$ cat src/rtl/dmni_hermes_cmd_queue.sv
// dmni_hermes_cmd_queue
// Descriptor FIFO plus single-outstanding sequencer for the DMNI Hermes engine.
// The head descriptor is issued with a one-cycle start pulse, and the queue then
// tracks the matching engine active flag until the transfer completes.
// The operation type (hermes_op_t) is carried as a 1-bit logic: 0 = SEND, 1 = RECEIVE.
// Optional start watchdog: define DMNI_CMDQ_TIMEOUT_EN.
module dmni_hermes_cmd_queue #(
    parameter int DEPTH          = 4,
    parameter int TIMEOUT_CYCLES = 16
) (
    input  logic                     clk_i,
    input  logic                     rst_ni,
    input  logic                     push_i,
    output logic                     push_ready_o,
    input  logic                     push_op_i,
    input  logic [31:0]              push_size_i,
    input  logic [31:0]              push_size_2_i,
    input  logic [31:0]              push_address_i,
    input  logic [31:0]              push_address_2_i,
    input  logic                     flush_i,
    output logic [$clog2(DEPTH):0]   count_o,
    output logic                     busy_o,
    output logic                     done_o,
    output logic                     done_op_o,
    output logic                     timeout_o,
    input  logic                     hermes_send_active_i,
    input  logic                     hermes_receive_active_i,
    output logic                     hermes_start_o,
    output logic                     hermes_operation_o,
    output logic [31:0]              hermes_size_o,
    output logic [31:0]              hermes_size_2_o,
    output logic [31:0]              hermes_address_o,
    output logic [31:0]              hermes_address_2_o
);

    localparam int PTR_W = $clog2(DEPTH);
    localparam int CNT_W = PTR_W + 1;
    localparam logic [PTR_W-1:0] PTR_ONE = PTR_W'(1);
    localparam logic [CNT_W-1:0] CNT_ONE = CNT_W'(1);
    localparam logic HERMES_OPERATION_SEND = 1'b0;

    if (DEPTH < 2 || (DEPTH & (DEPTH - 1)) != 0) begin : g_depth_check
        $error("DEPTH must be a power of two and at least 2");
    end
    if (TIMEOUT_CYCLES < 1 || TIMEOUT_CYCLES > 256) begin : g_timeout_check
        $error("TIMEOUT_CYCLES must fit the 8-bit watchdog (1..256)");
    end

    typedef enum logic [1:0] {
        IDLE       = 2'd0,
        WAIT_START = 2'd1,
        WAIT_DONE  = 2'd2
    } state_t;

    state_t             state_q, state_d;
    logic [PTR_W-1:0]   head_q, tail_q;
    logic [CNT_W-1:0]   count_q;
    logic               do_push;
    logic               issue;
    logic               done_d;
    logic               sel_active;

    logic               op_mem    [DEPTH];
    logic [31:0]        size_mem  [DEPTH];
    logic [31:0]        size2_mem [DEPTH];
    logic [31:0]        addr_mem  [DEPTH];
    logic [31:0]        addr2_mem [DEPTH];

    assign count_o      = count_q;
    assign push_ready_o = (count_q < CNT_W'(DEPTH));
    // A flush in the same cycle wins over the push.
    assign do_push      = push_i && push_ready_o && !flush_i;
    assign sel_active   = (hermes_operation_o == HERMES_OPERATION_SEND) ?
                          hermes_send_active_i : hermes_receive_active_i;

`ifdef DMNI_CMDQ_TIMEOUT_EN
    logic [7:0] wd_q;
    logic       wd_expired;
    logic       timeout_d;

    assign wd_expired = (wd_q == 8'(TIMEOUT_CYCLES - 1));

    // Watchdog: cleared on issue, counts every cycle spent waiting for active.
    always_ff @(posedge clk_i or negedge rst_ni) begin
        if (!rst_ni) begin
            wd_q <= '0;
        end else if (issue) begin
            wd_q <= '0;
        end else if (state_q == WAIT_START) begin
            wd_q <= wd_q + 8'd1;
        end
    end

    // Registered watchdog expiry pulse.
    always_ff @(posedge clk_i or negedge rst_ni) begin
        if (!rst_ni) begin
            timeout_o <= 1'b0;
        end else begin
            timeout_o <= timeout_d;
        end
    end
`else
    assign timeout_o = 1'b0;
`endif

    // Sequencer state register.
    always_ff @(posedge clk_i or negedge rst_ni) begin
        if (!rst_ni) begin
            state_q <= IDLE;
        end else begin
            state_q <= state_d;
        end
    end

    // Next-state decode: issue from IDLE, wait for active to rise, then to fall.
    always_comb begin
        state_d = state_q;
        issue   = 1'b0;
        done_d  = 1'b0;
`ifdef DMNI_CMDQ_TIMEOUT_EN
        timeout_d = 1'b0;
`endif
        case (state_q)
            IDLE: begin
                if (count_q != '0 && !flush_i) begin
                    issue   = 1'b1;
                    state_d = WAIT_START;
                end
            end
            WAIT_START: begin
                if (sel_active) begin
                    state_d = WAIT_DONE;
                end
`ifdef DMNI_CMDQ_TIMEOUT_EN
                else if (wd_expired) begin
                    timeout_d = 1'b1;
                    state_d   = IDLE;
                end
`endif
            end
            WAIT_DONE: begin
                if (!sel_active) begin
                    done_d  = 1'b1;
                    state_d = IDLE;
                end
            end
            default: state_d = IDLE;
        endcase
    end

    // Queue pointers and occupancy; flush empties the queue but leaves any in-flight transfer alone.
    always_ff @(posedge clk_i or negedge rst_ni) begin
        if (!rst_ni) begin
            head_q  <= '0;
            tail_q  <= '0;
            count_q <= '0;
        end else if (flush_i) begin
            head_q  <= tail_q;
            count_q <= '0;
        end else begin
            if (do_push) tail_q <= tail_q + PTR_ONE;
            if (issue)   head_q <= head_q + PTR_ONE;
            if (do_push && !issue) begin
                count_q <= count_q + CNT_ONE;
            end else if (!do_push && issue) begin
                count_q <= count_q - CNT_ONE;
            end
        end
    end

    // Descriptor storage, written at the tail on an accepted push.
    always_ff @(posedge clk_i) begin
        if (do_push) begin
            op_mem[tail_q]    <= push_op_i;
            size_mem[tail_q]  <= push_size_i;
            size2_mem[tail_q] <= push_size_2_i;
            addr_mem[tail_q]  <= push_address_i;
            addr2_mem[tail_q] <= push_address_2_i;
        end
    end

    // Engine-facing and status outputs; descriptor fields hold until the next issue.
    always_ff @(posedge clk_i or negedge rst_ni) begin
        if (!rst_ni) begin
            hermes_start_o     <= 1'b0;
            hermes_operation_o <= HERMES_OPERATION_SEND;
            hermes_size_o      <= '0;
            hermes_size_2_o    <= '0;
            hermes_address_o   <= '0;
            hermes_address_2_o <= '0;
            done_o             <= 1'b0;
            done_op_o          <= HERMES_OPERATION_SEND;
            busy_o             <= 1'b0;
        end else begin
            hermes_start_o <= issue;
            done_o         <= done_d;
            busy_o         <= (state_d != IDLE);
            if (issue) begin
                hermes_operation_o <= op_mem[head_q];
                hermes_size_o      <= size_mem[head_q];
                hermes_size_2_o    <= size2_mem[head_q];
                hermes_address_o   <= addr_mem[head_q];
                hermes_address_2_o <= addr2_mem[head_q];
            end
            if (done_d) begin
                done_op_o <= hermes_operation_o;
            end
        end
    end

endmodule

$ cat config.mk
export PLATFORM = sky130hd
export DESIGN_NAME = dmni_hermes_cmd_queue
export DESIGN_NICKNAME = d
export VERILOG_FILES = /design/src/rtl/dmni_hermes_cmd_queue.sv
export SDC_FILE = /design/constraint.sdc
export NUM_CORES = 1
export LEC_CHECK = 0
export CAP_MARGIN = 20
export CORE_MARGIN = 1.5
export CORE_UTILIZATION = 56
export DETAILED_ROUTE_END_ITERATION = 12
export MAX_ROUTING_LAYER = met4
export PLACE_DENSITY = 0.8
export SLEW_MARGIN = 0
export SYNTH_ARGS = -nofsm -noshare
export SYNTH_HDL_FRONTEND = slang
export SYNTH_SLANG_ARGS = --single-unit
$ cat constraint.sdc
create_clock -name clk_i -period 5.2 [get_ports clk_i]
set_input_delay 0.52 -clock clk_i [delete_from_list [all_inputs] [get_ports clk_i]]
set_output_delay 0.52 -clock clk_i [all_outputs]
set_load 0.05 [all_outputs]
==> run summary, run 1 <==
- 51.2% — final clock period utilization by the worst path
- yes — TritonCTS clock tree
- 658 — TritonCTS sink count
- 79.0% — part of the Yosys area used for sequential elements
- in -> reg — critical setup path kind
- 0 — max-capacitance violation count
- sky130_fd_sc_hd__clkbuf_16 — clock root buffer master
- 814 — initial detailed-routing violation count
- 0 — final slew viol count
- 1 — quantity of hold-fixing buffers added after cts
- 4 — Pre-antenna DRT Iters
- 0.0171 ns — Layout Skew
- 0 — count of buffers added by post-CTS timing repair for setup
- 0.432 ns — Post-Route Hold Slack
- 57.1% — initial standard-cell utilization of the core
- 24.2 microns — post-detailed-route wirelength per cell
- input port — Worst setup SP type
- sky130_fd_sc_hd__and2_4 — cell at the slowest stage of the critical path
- 9.98 nW — leakage component of the power
- 1155 — synthesized netlist net count
- 0 — DRC violations left
- 0.65 ns — delay of the slowest critical-path stage
- 31 — number of distinct library cells after synthesis
- 3 — Max Root-Sink Buffers
- sky130_fd_sc_hd__edfxtp_1, sky130_fd_sc_hd__dfrtp_1, sky130_fd_sc_hd__mux4_2 — Area contributors post-synth
- 1460 — number of nets in the layout
- 0.0443 sq mm — Die Footprint
- 64.3% — fraction of post-synthesis cell area in the top cell type by area
- 0 — Final Hold Viols
- 23.7 sq um — mean cell area of the mapped netlist
- in -> async — class of the tightest hold or removal check
- simple AND/OR/NAND/NOR gates — category of cells accounting for the largest share of critical-path delay
- clkdlybuf4s50_1 -> nor3_2 -> and2_4 -> buf_4 — Critical Path, Cell by Cell
- 61 — number of CTS-inserted buffers
- 2.64 ns — register-to-register setup slack
- 0.000459 V — peak supply drop
- 10 — number of antenna violations at the first check in global routing
- 2 — Crit path buffers/inverters
- 22.2% — Area Growth Syn to Fin
- 0.00472 sq mm — area of combinational cells with multiple inputs
- 5.45 ns — Worst EP required
- 2547 — fillcell total
- 210 microns — Vert. Die Dim
- 271 — I/O Buffers
- sky130_fd_sc_hd__edfxtp_1 — top cell type by total area after synthesis
- 0 ns — aggregate negative setup slack
- 27500 microns — half-perimeter wire length after detailed placement
- 0.0191 sq mm — area occupied by registers
- 119 — maximum number of pins on one net before global-route repair
- 40.0% — remaining max-slew budget at the tightest pin
- 273 — Top-Level Pins
- 0.06 ns — clock-pin slew on the worst setup and hold paths
- 2.91 ns — crit path DAT
- 0 — total grt overflow
- 610 mW/mm^2 — Cell Pwr Density
- 376 MHz — achievable frequency
- 658 — number of register bits inferred by synthesis
- 0 — number of nets still failing antenna checks after routing
- register — element type at the critical path end
- 1015 — Post-Synthesis Cells
- no — setup repair after global routing missed its margin
- 0.0241 sq mm — cell area after technology mapping
- 0.0422 sq mm — core box area
- 0 — number of cells upsized or downsized after cts
- 75 — number of placement rows
- 210 microns — Die X
- finished, final reports clean — status
- 22.3% — aggregate global-route resource usage
- 0 — count of endpoints failing setup in the final report
- 0.753 — GPL Wtd Cong
- 27.7% — layout cell share with drive strength beyond 1
- 11016 — number of vias after detailed routing
- 70700 microns — global-route wire length before repair
- 0.900 ns — transition at the pin with the smallest max-transition slack
- 2.66 ns — post-route minimum period
- 0.62 ns — clock insertion delay at the later pin of the skew report
- 2 — Max H-tree Level
- 11686 — vias in the first global route
- 0 — number of synthesis warnings
- 46500 microns — total length of routed wires
- 38 — largest driver fanout on the critical path
- 5.73 — Avg Vias per Cell
==> path summary, 6_finish.rpt <==
path | startpoint | endpoint | cells after the start
setup / recovery | flush_i | addr2_mem[0][6]$_DFFE_PP_ | 4
hold / removal | rst_ni | hermes_size_o[25]$_DFFE_PN0P_ | 2
setup reg to reg | head_q[0]$_DFFE_PN0P_ | hermes_address_2_o[3]$_DFFE_PN0P_ | 3
hold reg to reg | hermes_address_2_o[20]$_DFFE_PN0P_ | hermes_address_2_o[20]$_DFFE_PN0P_ | 1
max in group asynchronous | rst_ni | hermes_size_2_o[11]$_DFFE_PN0P_ | 3
min in group clk_i | hermes_address_2_o[20]$_DFFE_PN0P_ | hermes_address_2_o[20]$_DFFE_PN0P_ | 1
==> synth_stat cells (all sizes together) <==
master  instances
a211oi          2
mux2          130
o21bai          1
nand2           4
nor4            1
nor2            3
and3            1
dfrtp         142
ha              4
and2            4
mux2i           3
nor2b           2
clkbuf          5
buf            42
a21o            1
a21boi          1
xnor2           3
inv             6
o21ai           6
nor3b           1
fa              1
nor3            2
edfxtp        516
mux4          129
nand2b          4
conb            1
==> sequential cells by signal, summed over array words and instances, names as in the netlist, 3 cells and up <==
signal	cells
size_mem	128
hermes_size_2_o	32
size2_mem	128
hermes_address_o	32
op_mem	4
hermes_size_o	32
addr2_mem	128
addr_mem	128
count_o	3
hermes_address_2_o	32
==> through the flow <==
stage | power, mW | util (%) | std cells | setup WS, ns | instance area (sq um)
3_5_place_dp | 13.7 | 64.9 | 1795 | 1.89 | 27400
6_report | 18.0 | 69.7 | 1921 | 2.54 | 29400
3_3_place_gp | 13.6 | 64.9 | 1795 | 1.96 | 27400
5_1_grt | 18.7 | 69.7 | 1921 | 2.41 | 29400
4_1_cts | 18.2 | 69.7 | 1911 | 2.54 | 29400
2_1_floorplan | 11.7 | - | 1015 | 0.595 | 24100
==> metal layers <==
layer	up-vias	part of all wire, %	wire [microns]	GRT usage, %
met5	-	0	0	-
met4	0	2.4	1120	7.44
met3	78	6.5	3040	4.53
met2	350	51	23600	35.0
met1	5801	40	18700	29.8
li1	4787	-	-	-
==> cells in the final DEF, fill, tap and decap left out, types with 2 or more instances in the layout <==
master,instances
sky130_fd_sc_hd__bufinv_16,7
sky130_fd_sc_hd__dfrtp_1,140
sky130_fd_sc_hd__clkdlybuf4s50_1,270
sky130_fd_sc_hd__o21ai_0,5
sky130_fd_sc_hd__ha_1,4
sky130_fd_sc_hd__clkinvlp_4,4
sky130_fd_sc_hd__mux2i_1,3
sky130_fd_sc_hd__clkbuf_16,61
sky130_fd_sc_hd__clkinv_1,6
sky130_fd_sc_hd__mux4_2,129
sky130_fd_sc_hd__edfxtp_1,516
sky130_fd_sc_hd__buf_12,8
sky130_fd_sc_hd__nor2_1,3
sky130_fd_sc_hd__diode_2,10
sky130_fd_sc_hd__dfrtp_4,2
sky130_fd_sc_hd__nand2_1,4
sky130_fd_sc_hd__nor2b_1,2
sky130_fd_sc_hd__and2_4,4
sky130_fd_sc_hd__clkinv_2,15
sky130_fd_sc_hd__xnor2_1,3
sky130_fd_sc_hd__a211oi_1,2
sky130_fd_sc_hd__inv_1,6
sky130_fd_sc_hd__clkbuf_8,3
sky130_fd_sc_hd__inv_6,4
sky130_fd_sc_hd__clkbuf_1,14
sky130_fd_sc_hd__nand2b_1,4
sky130_fd_sc_hd__mux2_2,130
sky130_fd_sc_hd__buf_4,9
==> kinds of logic after synthesis <==
family	share of synthesized area (%)
fa+ha+maj	0.291
other cells	0.0156
compound gates	0.280
xor+xnor	0.109
flops	79.0
simple gates	0.576
buf+inv	1.43
mux	18.3
==> layout make-up <==
cell class,instances,area share (%)
Sequential cell,658,64.7
Multi-Input combinational cell,304,16.0
Timing Repair Buffer,289,10.0
Clock buffer,78,5.50
Tap cell,539,2.29
Clock inverter,37,1.30
Antenna cell,10,0.0850
Inverter,6,0.0765
==> where the power goes <==
group	leakage [nW]	total (mW)	internal [mW]	switching (mW)
sequential	6.35	7.36	6.67	0.687
clock	0.980	4.43	2.55	1.87
combinational	2.65	6.19	2.69	3.50
total	9.98	18.0	11.9	6.06
Power figures use the tool's default switching activity.
==> inputs of run 2 (changes only) <==
Clock period 5.2 ns to 2.65 ns, I/O delays scaled along.
==> run summary, run 2 (synthesized netlist as in run 1, its figures left out) <==
- 210 microns — Vert. Die Dim
- 210 microns — Die X
- 0.0443 sq mm — Die Footprint
- 36.0% — logic gate share of total power
- 71100 microns — global-route wire length before repair
- 1 — quantity of hold-fixing buffers added after cts
- 35.6 mW — overall power after layout
- 0 — number of nets still failing antenna checks after routing
- 75 — number of placement rows
- 3 — Max Root-Sink Buffers
- 658 — TritonCTS sink count
- 0 — count of endpoints failing setup in the final report
- 1473 — number of nets in the layout
- 75 — maximum number of pins on one net before global-route repair
- 2.01 ns — crit path DAT
- register — Worst setup SP type
- 85.8% — final clock period utilization by the worst path
- 0.06 ns — clock-pin slew on the worst setup and hold paths
- 665 — initial detailed-routing violation count
- 33.6% — Sw Share
- 1190 mW/mm^2 — Cell Pwr Density
- 0.63 ns — clock insertion delay at the later pin of the skew report
- finished, final reports clean — status
- 0.376 ns — minimum setup slack in the final design
- 57.1% — initial standard-cell utilization of the core
- 6 — number of antenna violations at the first check in global routing
- 273 — Top-Level Pins
- 0 — number of cells upsized or downsized after cts
- sky130_fd_sc_hd__edfxtp_1, sky130_fd_sc_hd__clkdlybuf4s50_1, sky130_fd_sc_hd__dfrtp_1 — highest-count cells in the layout ignoring fill and taps
- sky130_fd_sc_hd__edfxtp_1 — leading cell type in the layout, fill and taps excluded
- 4 — largest driver fanout on the critical path
- 24.6% — part of the power in the clock network
- 0 — Final Hold Viols
- 10.1 nW — leakage component of the power
- sky130_fd_sc_hd__clkdlybuf4s50_1 — cell at the slowest stage of the critical path
- inv_1 -> clkdlybuf4s50_1 — Critical Path, Cell by Cell
- 0.438 ns — Post-Place Setup Slack
- 24.1 microns — post-detailed-route wirelength per cell
- reg -> out — critical setup path kind
- 2.27 ns — post-route minimum period
- 2.38 ns — Worst EP required
- 0.0422 sq mm — core box area
- no — setup repair after global routing missed its margin
- 2515 — fillcell total
- 0.83 ns — delay of the slowest critical-path stage
- 0.000919 V — peak supply drop
- yes — TritonCTS clock tree
- 2 — Crit path buffers/inverters
- buffers and inverters — category of cells accounting for the largest share of critical-path delay
- 0 — DRC violations left
- 2 — Max H-tree Level
- 70.5% — final cell utilization of the core
- 27300 microns — half-perimeter wire length after detailed placement
- 22.4% — aggregate global-route resource usage
- 0.639 ns — transition at the pin with the smallest max-transition slack
- 0 — max-capacitance violation count
- 11.9 mW — net load switching power
- 46400 microns — total length of routed wires
- 57.3% — remaining max-slew budget at the tightest pin
- 28.5% — layout cell share with drive strength beyond 1
- 0.729 — GPL Wtd Cong
- 39.4% — Flop pwr share
- output pin — element type at the critical path end
- 23.6 mW — internal power of the cells
- 11052 — number of vias after detailed routing
- sky130_fd_sc_hd__clkbuf_16 — clock root buffer master
- 5.73 — Avg Vias per Cell
- 440 MHz — achievable frequency
- 0 — total grt overflow
- 23.5% — Area Growth Syn to Fin
- 12035 — vias in the first global route
- 0 — count of buffers added by post-CTS timing repair for setup
- 61 — number of CTS-inserted buffers
- in -> async — class of the tightest hold or removal check
- 0 — final slew viol count
- 271 — I/O Buffers
- 5 — Pre-antenna DRT Iters
- 0.0313 ns — Layout Skew
[run 2: cell types whose count changed in the layout (fill, tap and decap cells not counted), sizes merged]
cell / delta
clkinv: -1
clkinvlp: -1
clkbuf: +6
inv: -2
diode: -4
buf: +13
bufinv: -2
[run 2: worst paths after layout]
path / start / endpoint / slack (ns) / cells after the start
max reg2reg: head_q[0]$_DFFE_PN0P_ / hermes_size_2_o[12]$_DFFE_PN0P_ / 0.74 / 3
min reg2reg: hermes_address_2_o[5]$_DFFE_PN0P_ / hermes_address_2_o[5]$_DFFE_PN0P_ / 0.50 / 1
max: count_o[2]$_DFFE_PN0P_ / push_ready_o / 0.38 / 2
min in group clk_i: push_size_2_i[15] / size2_mem[3][15]$_DFFE_PP_ / 0.27 / 1
max in group asynchronous: rst_ni / head_q[0]$_DFFE_PN0P_ / 2.02 / 3
min: rst_ni / hermes_address_2_o[26]$_DFFE_PN0P_ / 0.25 / 3
[run 2: layout make-up]
class / count / area [sq um] / area share, %
Antenna cell: 6 / 15.0 / 0.0504
Clock buffer: 84 / 1730 / 5.82
Clock inverter: 31 / 313 / 1.05
Inverter: 6 / 22.5 / 0.0757
Multi-Input combinational cell: 304 / 4720 / 15.8
Sequential cell: 658 / 19100 / 64.0
Tap cell: 539 / 674 / 2.27
Timing Repair Buffer: 302 / 3240 / 10.9
[run 2: per-stage QoR]
step	std cells	setup TNS, ns	cell area, sq um	hold WS (ns)
after floorplan	1015	-246.59	24100	-0.0306
after global placement	1808	0	27700	0.331
after detailed placement	1808	0	27700	0.325
after CTS	1924	0	29800	0.232
after global routing	1930	0	29800	0.247
final	1930	0	29800	0.246
[run 2: routing by layer]
metal  vias to the layer above  wire length (microns)  track usage [%]  share of wire (%)
met5                         -                      0                -                  0
met4                         0                    875             5.71                1.9
met3                        59                   3410             6.47                7.4
met2                       335                  24100             36.9                 52
met1                      5861                  18100             27.7                 39
li1                       4797                      -                -                  -
[run 2: power by group through the flow]
stage	Combinational, mW	Sequential [mW]	Clock [mW]
final	12.8	14.0	8.73
after floorplan	5.28	17.7	0
after global routing	13.5	14.2	9.28
after global placement	12.8	14.1	0
after CTS	13.0	14.1	8.90
after detailed placement	12.9	14.2	0
[run 2: worst reg2reg max path, delay by kind of cell, from the launching register on]
kind	cells	cell delay [ns]
DFF	1	0.47
muxes	2	0.97
buffers and inverters	1	0.36
==> inputs of run 3 (changes only) <==
Settings changed: CAP_MARGIN 20 to 30, PLACE_DENSITY 0.8 to 0.87.
==> run summary, run 3 (synthesized netlist as in run 1, its figures left out) <==
- 0.184 ns — Post-Place Setup Slack
- 658 — TritonCTS sink count
- 2497 — fillcell total
- 3270 microns — met3 routed WL
- met4 — top layer in use
- 3 — Max Root-Sink Buffers
- 0.756 — GPL Wtd Cong
- 70.5% — final cell utilization of the core
- 0 — count of endpoints failing setup in the final report
- 67 — number of CTS-inserted buffers
- 3 — Max H-tree Level
- 33.4% — Sw Share
- 0.00117 V — peak supply drop
- 1804 — Cell Count Post-Placement
- 56.4% — remaining max-slew budget at the tightest pin
- 39.3% — Flop pwr share
- 0.652 ns — transition at the pin with the smallest max-transition slack
- 0 — Final Hold Viols
- 0.388 ns — minimum setup slack in the final design
- 11.9 mW — net load switching power
- 28500 microns — half-perimeter wire length after detailed placement
- 0 — max-capacitance violation count
- 0.58 ns — clock insertion delay at the later pin of the skew report
- 57.1% — initial standard-cell utilization of the core
- yes — TritonCTS clock tree
- 1475 — number of nets in the layout
- sky130_fd_sc_hd__edfxtp_1, sky130_fd_sc_hd__clkdlybuf4s50_1, sky130_fd_sc_hd__dfrtp_1 — highest-count cells in the layout ignoring fill and taps
- sky130_fd_sc_hd__clkdlybuf4s50_1 — cell at the slowest stage of the critical path
- 0.66 ns — register-to-register setup slack
- 4 — r2r worst-path depth
- reg -> out — critical setup path kind
- 10.1 nW — leakage component of the power
- 0 — DRC violations left
- 23.8 mW — internal power of the cells
- clkdlybuf4s50_1 — Critical Path, Cell by Cell
- 4 — largest driver fanout on the critical path
- in -> async — class of the tightest hold or removal check
- 0.06 ns — clock-pin slew on the worst setup and hold paths
- 0.0204 ns — Layout Skew
- 2.38 ns — Worst EP required
- 770 — initial detailed-routing violation count
- 0.0422 sq mm — core box area
- 23.5% — Area Growth Syn to Fin
- 5.74 — Avg Vias per Cell
- finished, final reports clean — status
- 0 — final slew viol count
- 0 — number of nets still failing antenna checks after routing
- 72400 microns — global-route wire length before repair
- 24500 microns — detailed route wirelength on metal2
- 2.26 ns — post-route minimum period
- 18400 microns — M1 wire length
- no — setup repair after global routing missed its margin
- 85.4% — final clock period utilization by the worst path
- 2.00 ns — crit path DAT
- register — Worst setup SP type
- 1200 mW/mm^2 — Cell Pwr Density
- 5 — Pre-antenna DRT Iters
- 210 microns — Vert. Die Dim
- output pin — element type at the critical path end
- 11968 — vias in the first global route
- 0.93 ns — delay of the slowest critical-path stage
- 0 — total grt overflow
- 273 — Top-Level Pins
- 75 — number of placement rows
- 442 MHz — achievable frequency
- state_q[1]$_DFF_PN0_ — worst r2r src
- 24.6 microns — post-detailed-route wirelength per cell
- 27.8% — layout cell share with drive strength beyond 1
- 210 microns — Die X
- 1936 — non-filler instance count after layout
- 0.0443 sq mm — Die Footprint
- buffers and inverters — category of cells accounting for the largest share of critical-path delay
- 73 — maximum number of pins on one net before global-route repair
- hermes_address_o[14]$_DFFE_PN0P_ — Reg2Reg Capture Point
- 25.1% — part of the power in the clock network
- 23.0% — aggregate global-route resource usage
- 47600 microns — total length of routed wires
- sky130_fd_sc_hd__edfxtp_1 — leading cell type in the layout, fill and taps excluded
- 10 — number of antenna violations at the first check in global routing
- 35.7% — logic gate share of total power
- 11110 — number of vias after detailed routing
- sky130_fd_sc_hd__clkbuf_16 — clock root buffer master
- 271 — I/O Buffers
- 0 ns — aggregate negative setup slack
- 1 — Crit path buffers/inverters
-- run 3: cell types whose count changed in the layout (fill, tap and decap cells not counted) --
cell | previous run | this run
sky130_fd_sc_hd__clkinv_2 | 11 | 9
sky130_fd_sc_hd__clkinv_8 | 2 | 0
sky130_fd_sc_hd__clkinvlp_4 | 3 | 0
sky130_fd_sc_hd__buf_4 | 7 | 6
sky130_fd_sc_hd__clkbuf_8 | 12 | 7
sky130_fd_sc_hd__clkbuf_1 | 11 | 19
sky130_fd_sc_hd__buf_12 | 23 | 20
sky130_fd_sc_hd__clkinv_1 | 7 | 10
sky130_fd_sc_hd__diode_2 | 6 | 10
sky130_fd_sc_hd__clkinv_4 | 1 | 0
sky130_fd_sc_hd__clkbuf_16 | 61 | 69
sky130_fd_sc_hd__bufinv_16 | 5 | 3
sky130_fd_sc_hd__inv_6 | 2 | 4
-- run 3: cell type report --
| cell class | count | area, sq um | area share, % |
|---|---|---|---|
| clock inverter | 26 | 208 | 0.698 |
| antenna | 10 | 25.0 | 0.0841 |
| clock buffer | 95 | 1890 | 6.36 |
| timing repair buffer | 298 | 3170 | 10.6 |
| sequential | 658 | 19100 | 64.0 |
| inverter | 6 | 22.5 | 0.0757 |
| multi-input combinational | 304 | 4720 | 15.8 |
| tap | 539 | 674 | 2.27 |
-- run 3: per-stage QoR --
stage	hold WS [ns]	power, mW	instance area (sq um)
5_1_grt	0.294	37.2	29800
3_3_place_gp	0.276	26.8	27600
6_report	0.251	35.7	29800
3_5_place_dp	0.288	27.1	27600
2_1_floorplan	-0.0306	23.0	24100
4_1_cts	0.249	36.2	29700
-- run 3: worst max path at each step --
| stage | startpoint | to | depth (start not counted) |
|---|---|---|---|
| 5_1_grt | hermes_operation_o$_DFFE_PN0P_ | hermes_operation_o | 1 |
| 2_1_floorplan | count_o[2]$_DFFE_PN0P_ | addr2_mem[0][0]$_DFFE_PP_ | 2 |
| 3_3_place_gp | flush_i | hermes_address_o[10]$_DFFE_PN0P_ | 5 |
| 3_5_place_dp | flush_i | hermes_address_2_o[23]$_DFFE_PN0P_ | 5 |
| 4_1_cts | hermes_operation_o$_DFFE_PN0P_ | hermes_operation_o | 1 |
| 6_report | hermes_operation_o$_DFFE_PN0P_ | hermes_operation_o | 1 |
-- run 3: repair_timing --
action | 4_1_cts | 5_1_grt
gates resized for setup | 0 | 0
hold buffers | 1 | 0
endpoints found under the hold margin | 56 | 0
setup buffers | 0 | 0
-- run 3: power groups by stage --
stage	Sequential [mW]	Clock [mW]	Combinational, mW
3_5_place_dp	14.2	0	12.9
2_1_floorplan	17.7	0	5.28
5_1_grt	14.2	9.55	13.4
3_3_place_gp	14.1	0	12.6
4_1_cts	14.1	9.15	12.9
6_report	14.0	8.96	12.7
-- run 3: per-layer routing --
layer | track usage (%) | up-vias
li1 | - | 4817
met1 | 29.1 | 5822
met2 | 36.7 | 385
met3 | 5.41 | 86
met4 | 8.52 | 0
met5 | - | -
-- run 3: worst register-to-register path: stages (launching register included) --
cell and delay, ns:
sky130_fd_sc_hd__dfrtp_1 0.42, sky130_fd_sc_hd__nor4_4 0.40, sky130_fd_sc_hd__buf_12 0.29, sky130_fd_sc_hd__buf_12 0.31, sky130_fd_sc_hd__mux2_2 0.45
